## src/rtl/rd_ws_responder.sv

```systemverilog
// Read target for the rd/ws/ds handshake: stretches each access by a programmable
// number of wait states, then presents data from a locally writable register array.
module rd_ws_responder #(
  parameter int AW = 4,
  parameter int DW = 8
) (
  input  logic          clk,
  input  logic          rst_n,
  input  logic          rd,
  input  logic          ds,
  input  logic [AW-1:0] addr,
  input  logic [3:0]    wait_cfg,
  input  logic          wr_en,
  input  logic [AW-1:0] wr_addr,
  input  logic [DW-1:0] wr_data,
  output logic          ws,
  output logic [DW-1:0] rdata,
  output logic          rvalid,
  output logic          busy,
  output logic          err_abort,
  output logic [7:0]    access_cnt
);

  localparam int DEPTH = 1 << AW;

  typedef enum logic [1:0] {
    S_IDLE,
    S_WAIT,
    S_HOLD
  } state_t;

  state_t        state;
  logic [3:0]    cnt;
  logic [AW-1:0] addr_q;
  logic [DW-1:0] mem [DEPTH];

  // NOTE: the array is cleared by reset, so it is built from flops rather than a RAM macro.
  always_ff @(posedge clk or negedge rst_n) begin
    if (!rst_n) begin
      for (int i = 0; i < DEPTH; i++) mem[i] <= '0;
    end else if (wr_en) begin
      mem[wr_addr] <= wr_data;
    end
  end

  // NOTE: non-blocking updates mean the captures below see pre-edge array contents,
  // so a write on the capture edge returns the old value.
  always_ff @(posedge clk or negedge rst_n) begin
    if (!rst_n) begin
      state      <= S_IDLE;
      cnt        <= '0;
      addr_q     <= '0;
      ws         <= 1'b0;
      rdata      <= '0;
      rvalid     <= 1'b0;
      busy       <= 1'b0;
      err_abort  <= 1'b0;
      access_cnt <= '0;
    end else begin
      err_abort <= 1'b0;
      case (state)
        S_IDLE: begin
          if (rd) begin
            addr_q <= addr;
            cnt    <= wait_cfg;
            busy   <= 1'b1;
            if (wait_cfg != 4'd0) begin
              state <= S_WAIT;
              ws    <= 1'b1;
            end else begin
              state  <= S_HOLD;
              rdata  <= mem[addr];
              rvalid <= 1'b1;
            end
          end
        end

        S_WAIT: begin
          if (!rd) begin
            state     <= S_IDLE;
            ws        <= 1'b0;
            busy      <= 1'b0;
            err_abort <= 1'b1;
          end else if (cnt > 4'd1) begin
            cnt <= cnt - 4'd1;
          end else begin
            state  <= S_HOLD;
            ws     <= 1'b0;
            rdata  <= mem[addr_q];
            rvalid <= 1'b1;
          end
        end

        S_HOLD: begin
          if (ds) begin
            state      <= S_IDLE;
            rvalid     <= 1'b0;
            busy       <= 1'b0;
            access_cnt <= access_cnt + 8'd1;
          end else if (!rd) begin
            state     <= S_IDLE;
            rvalid    <= 1'b0;
            busy      <= 1'b0;
            err_abort <= 1'b1;
          end
        end

        default: begin
          state  <= S_IDLE;
          ws     <= 1'b0;
          rvalid <= 1'b0;
          busy   <= 1'b0;
        end
      endcase
    end
  end

endmodule
```

## config.mk

```make
export PLATFORM = sky130hd
export DESIGN_NAME = rd_ws_responder
export DESIGN_NICKNAME = d
export VERILOG_FILES = /design/src/rtl/rd_ws_responder.sv
export SDC_FILE = /design/constraint.sdc
export NUM_CORES = 1
export LEC_CHECK = 0
export ABC_AREA = 1
export CAP_MARGIN = 30
export CELL_PAD_IN_SITES_DETAIL_PLACEMENT = 1
export CELL_PAD_IN_SITES_GLOBAL_PLACEMENT = 1
export CORE_ASPECT_RATIO = 1.75
export CORE_MARGIN = 10
export CORE_UTILIZATION = 48
export DETAILED_ROUTE_END_ITERATION = 8
export PLACE_DENSITY_LB_ADDON = 0.1
export SYNTH_ARGS = -nofsm -noshare
export SYNTH_HDL_FRONTEND = slang
export SYNTH_SLANG_ARGS = --single-unit
```

## constraint.sdc

```tcl
create_clock -name clk -period 2.8 [get_ports clk]
set_input_delay 0.28 -clock clk [delete_from_list [all_inputs] [get_ports clk]]
set_output_delay 0.28 -clock clk [all_outputs]
set_load 0.02 [all_outputs]
```

==> results.tsv <==
stage	metric	value	unit
die	core area	18500	um2
clocking	CTS Buf Count	17	
global_route	largest net degree at the start of global routing	73	
finish	Post-layout nets	1331	
setup_path	Cell Chain, Critical Path	inv_1 -> ha_1 -> inv_2 -> o21ai_1 -> nor3_4 -> inv_2 -> nand2_1 -> nand2_1	
die	Cell Rows	66	
die	full die area	24900	um2
place	Post-DP HPWL	22000	um
setup_path	Crit. End Element	register	
global_route	vias in the first global route	9232	
synth	synthesized area per cell	7.03	um2
sta	Fin. Hold Viols	0	
place	port bufs	44	
drt	wire length per cell	20.2	um
sta	Setup violations, final	0	
setup_path	Required @ worst endpoint	3.13	ns
finish	share of layout cells above drive strength 1	5.87	%
setup_path	Bufs and invs on worst path	3	
finish	n_diodes	0	
drt	Avg Vias per Cell	5.56	
setup_path	CP max-delay cell	nor3_4	
synth	Ys Warns	0	
sta	crit path time final	2.17	ns
synth	ys flop type	dfrtp_1	
drt	first-pass iteration count of the detailed router	5	
synth	post-synth cell types	30	
power	Final Power	9.83	mW
clocking	Setup Buffers After CTS	0	
synth	Syn Nets	1313	
setup_path	CP max FO	16	
min_path	Hold/Removal Path Class	in2reg	
global_route	grt ovf	0	
global_route	antenna violations before repair	0	
status	outcome	completed	
setup_path	CP max stage delay	0.44	ns
clocking	worst skew pair latency	0.45	ns
clocking	H-tree depth	4	
power	PD cells	960	nW/um2
power	Peak VDD IR	0.000656	V
synth	area of the mapped netlist	9010	um2
finish	Area growth syn-to-layout	13.7	%
sta	Slew Limit Fails	0	
drt	final WL	31300	um
sta	sum of negative setup slack	0	ns
place	RD Place Congestion	0.970	
sta	Slew @ Worst Pin	0.802	ns
clocking	CTS tree	done	
synth	flop and latch count out of synthesis	158	
clocking	Gates resized, CTS repair	0	
place	Post-Place Setup Slack	0.656	ns
clocking	clock sinks	158	
drt	vias after detailed routing	8624	
synth	Post-synth EDFFs	0	
synth	post-synthesis sequential area ratio	43.9	%
drt	starting DRC count in detailed routing	694	
sta	f_max	0.461	GHz
flow_run	Maximum Capacitance Violations	0	
setup_path	setup slack, reg-to-reg	0.63	ns
clocking	clock buffer depth	2	
sta	final worst slack	0.631	ns
drt	DRC viols	0	
global_route	first-pass GRT wire length	49900	um
synth	Mapped Cells	1281	
synth	ys async rst share	100	%
power	Static Leak	5.09	nW
clocking	Root Driver	clkbuf_16	
sta	final critical-path share of the clock period	77.4	%
sta	RSZ-0062 raised after global routing	no	
setup_path	WS Path Type	reg2reg	
drt	Routed Antenna Nets	0	
clocking	Clock transition at path regs	0.07	ns
setup_path	Worst setup SP type	register	
die	Chip Width	124	um
sta	Fin Hold WS	0.378	ns
die	IO Count	45	
global_route	GRT Overall Usage	25.8	%
die	die height	201	um
setup_path	arrival time worst endpoint	2.50	ns
die	Initial Util	48.7	%
setup_path	CP top delay family	simple AND/OR/NAND/NOR gates	
sta	Relative slew margins	46.5	%
sta	Fin Clk Skew	0.00793	ns
## state kept, by name, indices dropped and copies added (netlist names)
signal      count
access_cnt      8
addr_q          4
busy            1
cnt             4
err_abort       1
mem           128
rdata           8
rvalid          1
state           2
ws              1
## worst register-to-register path, delay by kind of cell (launching register included)
kind                     cells  cell delay, ns
flip-flops                   1            0.38
AO/OA/AOI/OAI                1            0.19
buffers and inverters        3            0.57
AND/OR/NAND/NOR              3            0.60
adder cells (fa/ha/maj)      1            0.31
## logic make-up after synthesis
| family | Yosys count | share of synthesized area [%] |
|---|---|---|
| muxes | 1 | 0.125 |
| xor gates and xnor gates | 8 | 0.778 |
| and+or+nand+nor | 711 | 33.8 |
| AOI/OAI and AO/OA | 160 | 9.25 |
| adders and majority gates | 7 | 0.972 |
| DFF | 158 | 43.9 |
| buffers and inverters | 236 | 11.1 |
## power by group
group	leakage, nW	internal (mW)	switching, mW	total (mW)
clock	0.297	1.54	1.03	2.57
sequential	1.96	2.88	0.368	3.25
combinational	2.84	1.33	2.68	4.01
total	5.09	5.75	4.09	9.83
## repair_timing
item,4_1_cts,5_1_grt
hold endpoints to repair,57,0
hold buffers,1,0
setup endpoints to repair,0,0
## stage by stage
step	cells	cell area, um2	util [%]
2_1_floorplan	1281	9010	-
3_3_place_gp	1517	9590	51.9
3_5_place_dp	1517	9590	51.9
4_1_cts	1550	10200	55.4
5_1_grt	1550	10200	55.4
6_report	1550	10200	55.4
## placed cells by master, fill, tap and decap left out
| master | Yosys | routed |
|---|---|---|
| clkinv_4 | 0 | 3 |
| nand4_1 | 2 | 2 |
| nor3_4 | 1 | 1 |
| xnor2_1 | 1 | 1 |
| buf_6 | 6 | 1 |
| o21ai_0 | 141 | 141 |
| nor2_1 | 20 | 20 |
| o211ai_1 | 9 | 9 |
| nor2_2 | 5 | 5 |
| dlygate4sd3_1 | 0 | 1 |
| a31oi_1 | 1 | 1 |
| clkbuf_8 | 0 | 2 |
| inv_1 | 159 | 159 |
| ha_1 | 7 | 7 |
| clkinvlp_4 | 0 | 5 |
| a21oi_1 | 3 | 3 |
| a211oi_1 | 1 | 1 |
| buf_2 | 43 | 1 |
| o21ai_2 | 1 | 1 |
| bufinv_16 | 0 | 4 |
| dfrtp_1 | 158 | 157 |
| a22oi_1 | 1 | 1 |
| inv_2 | 5 | 5 |
| xor2_1 | 7 | 7 |
| nor3_1 | 1 | 1 |
| clkbuf_16 | 0 | 17 |
| o21ai_1 | 3 | 3 |
| clkinv_1 | 2 | 2 |
| clkdlybuf4s50_1 | 0 | 42 |
| nor2_4 | 4 | 4 |
| buf_4 | 5 | 20 |
| clkinv_2 | 0 | 1 |
| nand3_1 | 249 | 249 |
| nand2_1 | 428 | 428 |
| nor3_2 | 1 | 1 |
| dfrtp_2 | 0 | 1 |
| mux2_2 | 1 | 1 |
| buf_12 | 0 | 4 |
## cell usage after synthesis (2+ instances only)
cell	number	area share (%)
a21oi_1	3	0.17
buf_1	5	0.21
buf_2	43	2.4
buf_4	5	0.42
buf_6	6	0.75
clkbuf_1	11	0.46
clkinv_1	2	0.083
dfrtp_1	158	44
ha_1	7	0.97
inv_1	159	6.6
inv_2	5	0.21
nand2_1	428	18
nand3_1	249	14
nand4_1	2	0.14
nor2_1	20	0.83
nor2_2	5	0.35
nor2_4	4	0.50
o211ai_1	9	0.75
o21ai_0	141	7.8
o21ai_1	3	0.17
xor2_1	7	0.68
## final cells by class
class,count,area (um2)
well taps,238,298
fillers,2397,8250
clock buffers,19,453
multi-input cells,887,4050
flip-flops and latches,158,3960
inverters,166,623
clock inverters,13,189
repair buffers,69,677
## path summary, 6_finish.rpt
check                           cells after the start   endpoint      from
worst max register to register                      8   rdata[7]  state[1]
max in group asynchronous                           3     mem[4]     rst_n
worst min register to register                      2    mem[31]   mem[31]
worst max-delay path                                8   rdata[7]  state[1]
worst min-delay path                                3  addr_q[0]   addr[0]
min in group asynchronous                           2    mem[46]     rst_n
## layer usage
layer | track usage [%] | part of all wire, % | wire length (um)
met1 | 30.2 | 40 | 12500
met2 | 43.2 | 51 | 16000
met3 | 4.60 | 4.0 | 1270
met4 | 14.1 | 4.9 | 1550
met5 | 0 | 0 | 0
Note: power is estimated with default switching activity, not from simulation.
